$ cat src/rtl/clk_meas_pkg.sv
// Shared types and constants for the clock period meter and its input conditioner.
package clk_meas_pkg;

  typedef enum logic {
    IDLE = 1'b0,
    RUN  = 1'b1
  } state_e;

  localparam int CNT_W_DEF = 31;
  localparam int AVG_LOG   = 2;  // averaging depth of 2**AVG_LOG measurements

  // All-ones value of a w-bit counter, used as its saturation ceiling.
  function automatic logic [63:0] cnt_sat_val(input int w);
    return (64'd1 << w) - 64'd1;
  endfunction

endpackage

$ cat src/rtl/clk_period_meter_sig_sync_edge.sv
// Two-flop synchronizer plus previous-value register for an asynchronous input,
// producing single-cycle rise/fall pulses in the i_clk domain.
module sig_sync_edge (
  input  logic i_clk,
  input  logic i_rst,
  input  logic i_async,
  output logic o_rise,
  output logic o_fall
);

  logic s1_q, s1_d;
  logic s2_q, s2_d;
  logic prev_q, prev_d;

  always_comb begin
    s1_d   = i_async;
    s2_d   = s1_q;
    prev_d = s2_q;
  end

  // NOTE: sequential state uses non-blocking assignments so every flop samples pre-edge values.
  always_ff @(posedge i_clk or negedge i_rst) begin
    if (!i_rst) begin
      s1_q   <= 1'b0;
      s2_q   <= 1'b0;
      prev_q <= 1'b0;
    end else begin
      s1_q   <= s1_d;
      s2_q   <= s2_d;
      prev_q <= prev_d;
    end
  end

  assign o_rise = s2_q & ~prev_q;
  assign o_fall = ~s2_q & prev_q;

endmodule

$ cat src/rtl/clk_period_meter.sv
// Measures period and high time of i_sig in i_clk cycles; a divide-by-N clock reads N.
// Define CLK_PERIOD_METER_AVG_EN to report the truncated mean of every 4 measurements.
module clk_period_meter
  import clk_meas_pkg::*;
#(
  parameter int          CNT_W       = CNT_W_DEF,
  parameter int unsigned TIMEOUT_CYC = 100000000
) (
  input  logic             i_clk,
  input  logic             i_rst,
  input  logic             i_en,
  input  logic             i_sig,
  output logic [CNT_W-1:0] o_period,
  output logic [CNT_W-1:0] o_high,
  output logic             o_valid,
  output logic             o_timeout,
  output logic             o_busy
);

  localparam logic [CNT_W-1:0] CNT_MAX = CNT_W'(cnt_sat_val(CNT_W));
  localparam logic [CNT_W-1:0] TO_VAL  = CNT_W'(TIMEOUT_CYC);

  logic rise, fall;

  sig_sync_edge u_sync (
    .i_clk   (i_clk),
    .i_rst   (i_rst),
    .i_async (i_sig),
    .o_rise  (rise),
    .o_fall  (fall)
  );

  state_e           state_q, state_d;
  logic [CNT_W-1:0] cnt_q, cnt_d;
  logic [CNT_W-1:0] high_tmp_q, high_tmp_d;
  logic [CNT_W-1:0] period_q, period_d;
  logic [CNT_W-1:0] high_q, high_d;
  logic             valid_q, valid_d;
  logic             timeout_q, timeout_d;

  logic run_ok, meas, tout;
  assign run_ok = (state_q == RUN) && i_en;
  assign meas   = run_ok && rise;
  assign tout   = run_ok && !rise && (cnt_q == TO_VAL);

  always_ff @(posedge i_clk or negedge i_rst) begin
    if (!i_rst) state_q <= IDLE;
    else        state_q <= state_d;
  end

  // NOTE: every always_comb output gets a default first so no path can infer a latch.
  always_comb begin
    state_d = state_q;
    case (state_q)
      IDLE:    if (i_en && rise) state_d = RUN;
      RUN:     if (!i_en || tout) state_d = IDLE;
      default: state_d = IDLE;
    endcase
  end

  always_comb begin
    o_busy = (state_q == RUN);
  end

`ifdef CLK_PERIOD_METER_AVG_EN
  logic [CNT_W+1:0]   acc_p_q, acc_p_d;
  logic [CNT_W+1:0]   acc_h_q, acc_h_d;
  logic [AVG_LOG-1:0] idx_q, idx_d;
  logic [CNT_W+1:0]   sum_p, sum_h;

  assign sum_p = acc_p_q + {2'b00, cnt_q};
  assign sum_h = acc_h_q + {2'b00, high_tmp_q};
`endif

  always_comb begin
    cnt_d      = cnt_q;
    high_tmp_d = high_tmp_q;
    period_d   = period_q;
    high_d     = high_q;
    valid_d    = 1'b0;
    timeout_d  = timeout_q;

    if (state_q == IDLE) begin
      cnt_d = (i_en && rise) ? CNT_W'(1) : '0;
    end else if (!i_en || tout) begin
      cnt_d = '0;
    end else if (rise) begin
      cnt_d = CNT_W'(1);
    end else if (cnt_q != CNT_MAX) begin
      cnt_d = cnt_q + CNT_W'(1);
    end

    if (run_ok && fall) high_tmp_d = cnt_q;
    if (tout)           timeout_d  = 1'b1;

`ifdef CLK_PERIOD_METER_AVG_EN
    acc_p_d = acc_p_q;
    acc_h_d = acc_h_q;
    idx_d   = idx_q;
    if (state_d == IDLE) begin
      acc_p_d = '0;
      acc_h_d = '0;
      idx_d   = '0;
    end else if (meas) begin
      if (idx_q == '1) begin
        period_d  = CNT_W'(sum_p >> AVG_LOG);
        high_d    = CNT_W'(sum_h >> AVG_LOG);
        valid_d   = 1'b1;
        timeout_d = 1'b0;
        acc_p_d   = '0;
        acc_h_d   = '0;
        idx_d     = '0;
      end else begin
        acc_p_d = sum_p;
        acc_h_d = sum_h;
        idx_d   = idx_q + AVG_LOG'(1);
      end
    end
`else
    if (meas) begin
      period_d  = cnt_q;
      high_d    = high_tmp_q;
      valid_d   = 1'b1;
      timeout_d = 1'b0;
    end
`endif
  end

  always_ff @(posedge i_clk or negedge i_rst) begin
    if (!i_rst) begin
      cnt_q      <= '0;
      high_tmp_q <= '0;
      period_q   <= '0;
      high_q     <= '0;
      valid_q    <= 1'b0;
      timeout_q  <= 1'b0;
    end else begin
      cnt_q      <= cnt_d;
      high_tmp_q <= high_tmp_d;
      period_q   <= period_d;
      high_q     <= high_d;
      valid_q    <= valid_d;
      timeout_q  <= timeout_d;
    end
  end

`ifdef CLK_PERIOD_METER_AVG_EN
  always_ff @(posedge i_clk or negedge i_rst) begin
    if (!i_rst) begin
      acc_p_q <= '0;
      acc_h_q <= '0;
      idx_q   <= '0;
    end else begin
      acc_p_q <= acc_p_d;
      acc_h_q <= acc_h_d;
      idx_q   <= idx_d;
    end
  end
`endif

  assign o_period  = period_q;
  assign o_high    = high_q;
  assign o_valid   = valid_q;
  assign o_timeout = timeout_q;

endmodule
$ cat config.mk
export PLATFORM = sky130hd
export DESIGN_NAME = clk_period_meter
export DESIGN_NICKNAME = d
export VERILOG_FILES = /design/src/rtl/clk_meas_pkg.sv /design/src/rtl/clk_period_meter_sig_sync_edge.sv /design/src/rtl/clk_period_meter.sv
export SDC_FILE = /design/constraint.sdc
export NUM_CORES = 1
export LEC_CHECK = 0
export ABC_AREA = 1
export CAP_MARGIN = 20
export CORE_MARGIN = 4
export CORE_UTILIZATION = 54
export DETAILED_ROUTE_END_ITERATION = 16
export GPL_TIMING_DRIVEN = 0
export PLACE_DENSITY = 0.75
export SETUP_SLACK_MARGIN = 0.15
export SLEW_MARGIN = 25
export SYNTH_ARGS = -nofsm -noshare
export SYNTH_HDL_FRONTEND = slang
export SYNTH_SLANG_ARGS = --single-unit
$ cat constraint.sdc
create_clock -name i_clk -period 2.72 [get_ports i_clk]
set_clock_uncertainty 0.1 [all_clocks]
set_input_delay 0.544 -clock i_clk [delete_from_list [all_inputs] [get_ports i_clk]]
set_output_delay 0.544 -clock i_clk [all_outputs]
set_load 0.01 [all_outputs]
==> results.py <==
metrics = {
    "timing": {
        "final.period_utilization": 0.792,
        "tightest_slew_ps": 561,
        "final_slew_viol_count": 0,
        "layout_setup_ws_ps": 567,
        "fmaxAchievable_ghz": 0.464,
        "setup_viol": 0,
        "fin_crit_ps": 2150,
        "timing.slew.headroom": 0.626,
        "rsz0062_at_grt": "no",
        "final-hold-violation-count": 0,
    },
    "critical_path": {
        "startpoint_type": "flip-flop",
        "critPathRequiredTime_ps": 3040,
        "arrival_ps": 2470,
        "worst-setup-path-type": "flip-flop to flip-flop",
        "cp_max_fo": 10,
        "cp-end-kind": "flip-flop",
    },
    "global_route": {
        "grt_pass1_wl_mm": 27.4,
        "number_of_antenna_violations_at_the_first_check_in_global_routing": 0,
        "track_usage": 0.273,
        "first_global_vias": 5363,
        "grt_overflow": 0,
        "groute.layer.met2.usage": 0.448,
        "largest_net_degree_at_the_start_of_global_routing": 86,
        "grt-busiest-layer": "met2",
        "grt.met1_usage": 0.366,
        "grtUsageMet3": 0.0435,
    },
    "pwr": {
        "power.density_cell_area_nw_per_um2": 578,
        "power.static_leakage_uw": 0.00348,
        "largest_voltage_drop_on_the_vdd_net_mv": 0.358,
        "p_total_uw": 4320,
    },
    "cts": {
        "cts_tree": "yes",
        "cts_setup_buffers": 0,
        "numClockSinks": 130,
        "cts_made_buffers": 17,
        "buffer_levels_on_the_longest_clock_path": 2,
        "post_cts.resized_instances": 0,
        "clk_transition_reported_paths_ps": 60,
        "htree_levels": 4,
        "cts.root.buffer_cell": "sky130_fd_sc_hd__clkbuf_8",
        "clk-insertion-delay-late_ps": 530,
    },
    "placement": {
        "globalplace.congestion": 0.934,
        "place.detailed.hpwl_mm": 11.8,
        "port_buffers": 68,
        "preCtsSetupSlack_ps": 235,
    },
    "drt": {
        "post_detailed_routing_wire_length_mm": 16.6,
        "num_vias": 5319,
        "drt_drc_violations_left": 0,
        "drt-wirelength-per-cell_um": 17.0,
        "drtPass1Iterations": 5,
        "via_density_per_instance": 5.43,
        "postRouteAntennaNets": 0,
        "drt_iter0_drc": 396,
    },
    "finish": {
        "fillers": 906,
        "final_net_count": 834,
        "layout-drive-gt1-share": 0.0952,
        "syn_to_final_growth_pct": 24.5,
        "num_antenna_cells": 0,
    },
    "yosys": {
        "synth_register_bits": 130,
        "share_of_async_settable_or_async_resettable_flops_after_synthesis": 1.00,
        "post_synth_inst_count": 738,
        "ys.warnings.count": 0,
        "netlist_area_um2": 6000,
        "mappedNetlistNets": 745,
        "synth_cell_types": 32,
        "number_of_flops_mapped_to_enable_cells_by_yosys": 0,
        "synth_area_per_cell_um2": 8.13,
        "synth_ff_type": "sky130_fd_sc_hd__dfrtp_1",
        "synth.yosys.seq_area_share": 0.542,
    },
    "run_status": {
        "outcome": "completed",
    },
    "floorplanning": {
        "initial_utilization": 0.553,
        "chipWidth_um": 113,
        "io_pins": 69,
        "fp.dieArea_um2": 12900,
        "die_height_um": 113,
        "floorplan.rows": 38,
        "core_um2": 10800,
    },
    "min_path": {
        "hold_path.class": "flip-flop to flip-flop",
    },
    "flow_run": {
        "max-cap-violations": 0,
    },
}
path summary, 6_finish.rpt:
kind | cells past startpoint | startpoint | slack [ps] | end
hold reg to reg | 0 | u_sync.s1_q$_DFF_PN0_ | 260 | u_sync.prev_d$_DFF_PN0_
hold / removal | 0 | u_sync.s1_q$_DFF_PN0_ | 260 | u_sync.prev_d$_DFF_PN0_
setup reg to reg | 11 | cnt_q[0]$_DFFE_PN0P_ | 570 | cnt_q[12]$_DFFE_PN0P_
setup / recovery | 11 | cnt_q[0]$_DFFE_PN0P_ | 570 | cnt_q[12]$_DFFE_PN0P_
min in group asynchronous | 2 | i_rst | 390 | o_high[8]$_DFFE_PN0P_
max in group asynchronous | 3 | i_rst | 1390 | cnt_q[10]$_DFFE_PN0P_
area by class of cell:
cell class	instances	area, um^2	area share
plain buffers	28	144	0.0193
flip-flops and latches	130	3250	0.436
repair buffers	70	723	0.0968
well taps	140	175	0.0235
clock inverters	13	150	0.0201
clock buffers	19	422	0.0565
inverters	51	191	0.0256
multi-input cells	529	2410	0.323
per-layer routing:
metal | wire, um | up-vias
met4 | 440 | 0
met2 | 8230 | 167
met3 | 776 | 34
met5 | 0 | -
met1 | 7180 | 2594
li1 | - | 2524
worst max-delay path, stage by stage, from the launching register on:
cell and delay, ps:
sky130_fd_sc_hd__dfrtp_1 450, sky130_fd_sc_hd__inv_1 150, sky130_fd_sc_hd__ha_1 210, sky130_fd_sc_hd__nor3b_1 190
sky130_fd_sc_hd__nand2_1 70, sky130_fd_sc_hd__nor2_1 100, sky130_fd_sc_hd__nand3b_1 100, sky130_fd_sc_hd__nand2_2 170
sky130_fd_sc_hd__inv_1 120, sky130_fd_sc_hd__nand3_4 140, sky130_fd_sc_hd__buf_6 170, sky130_fd_sc_hd__nand2_1 60
metrics by stage:
stage | utilization | hold WS, ps | cell area [um^2] | setup TNS (ps) | cells
4_1_cts | 0.689 | 258 | 7470 | 0 | 980
3_3_place_gp | 0.632 | 239 | 6850 | -506980 | 946
6_report | 0.689 | 260 | 7470 | 0 | 980
2_1_floorplan | - | 148 | 6000 | 0 | 738
5_1_grt | 0.689 | 262 | 7470 | 0 | 980
3_5_place_dp | 0.635 | 235 | 6890 | 0 | 947
cells in the final DEF, fill, tap and decap left out, types with 5 or more instances in the layout:
| cell | n |
|---|---|
| sky130_fd_sc_hd__buf_2 | 10 |
| sky130_fd_sc_hd__clkbuf_1 | 13 |
| sky130_fd_sc_hd__clkbuf_16 | 16 |
| sky130_fd_sc_hd__clkdlybuf4s50_1 | 67 |
| sky130_fd_sc_hd__dfrtp_1 | 130 |
| sky130_fd_sc_hd__inv_1 | 47 |
| sky130_fd_sc_hd__inv_6 | 5 |
| sky130_fd_sc_hd__nand2_1 | 287 |
| sky130_fd_sc_hd__nand3_1 | 34 |
| sky130_fd_sc_hd__nand4_1 | 7 |
| sky130_fd_sc_hd__nor2_1 | 69 |
| sky130_fd_sc_hd__nor2_2 | 5 |
| sky130_fd_sc_hd__nor2_4 | 5 |
| sky130_fd_sc_hd__nor3_1 | 13 |
| sky130_fd_sc_hd__o21ai_0 | 71 |
| sky130_fd_sc_hd__o21ai_2 | 10 |
where the power goes:
group | total, uW | switching (uW) | internal [uW] | leakage, uW
Clock | 2220 | 902 | 1320 | 0.000274
Combinational | 140 | 102 | 38.2 | 0.00139
Sequential | 1950 | 8.31 | 1950 | 0.00181
Total | 4320 | 1010 | 3300 | 0.00348
registers in the layout (all words and copies together) (netlist names):
name	count
o_busy	1
u_sync.prev_d	1
o_period	31
u_sync.prev_q	1
cnt_q	31
o_timeout	1
high_tmp_q	31
u_sync.s1_q	1
o_high	31
o_valid	1
cells in the mapped netlist (4+ instances only):
cell / n / share of area
sky130_fd_sc_hd__nand2_1: 287 / 0.18
sky130_fd_sc_hd__dfrtp_1: 130 / 0.54
sky130_fd_sc_hd__o21ai_0: 71 / 0.059
sky130_fd_sc_hd__nor2_1: 69 / 0.043
sky130_fd_sc_hd__inv_1: 47 / 0.029
sky130_fd_sc_hd__nand3_1: 34 / 0.028
sky130_fd_sc_hd__nor3_1: 13 / 0.011
sky130_fd_sc_hd__clkbuf_1: 11 / 0.0069
sky130_fd_sc_hd__buf_2: 10 / 0.0083
sky130_fd_sc_hd__o21ai_2: 10 / 0.015
sky130_fd_sc_hd__nand4_1: 7 / 0.0073
sky130_fd_sc_hd__nor2_2: 5 / 0.0052
sky130_fd_sc_hd__nor2_4: 5 / 0.0094
sky130_fd_sc_hd__nand2_2: 4 / 0.0042
sky130_fd_sc_hd__xor2_1: 4 / 0.0058
logic make-up after synthesis:
family          Yosys count  synth area share
buf+inv                  79            0.0559
compound gates           84            0.0772
flops                   130             0.542
xor+xnor                  5           0.00730
simple gates            437             0.311
fa+ha+maj                 3           0.00626
what timing repair did:
| item | 4_1_cts | 5_1_grt |
|---|---|---|
| hold buffers | 1 | 0 |
| hold endpoints to repair | 45 | 0 |
| endpoints found under the setup margin | 0 | 0 |
Note: power is estimated with default switching activity, not from simulation.
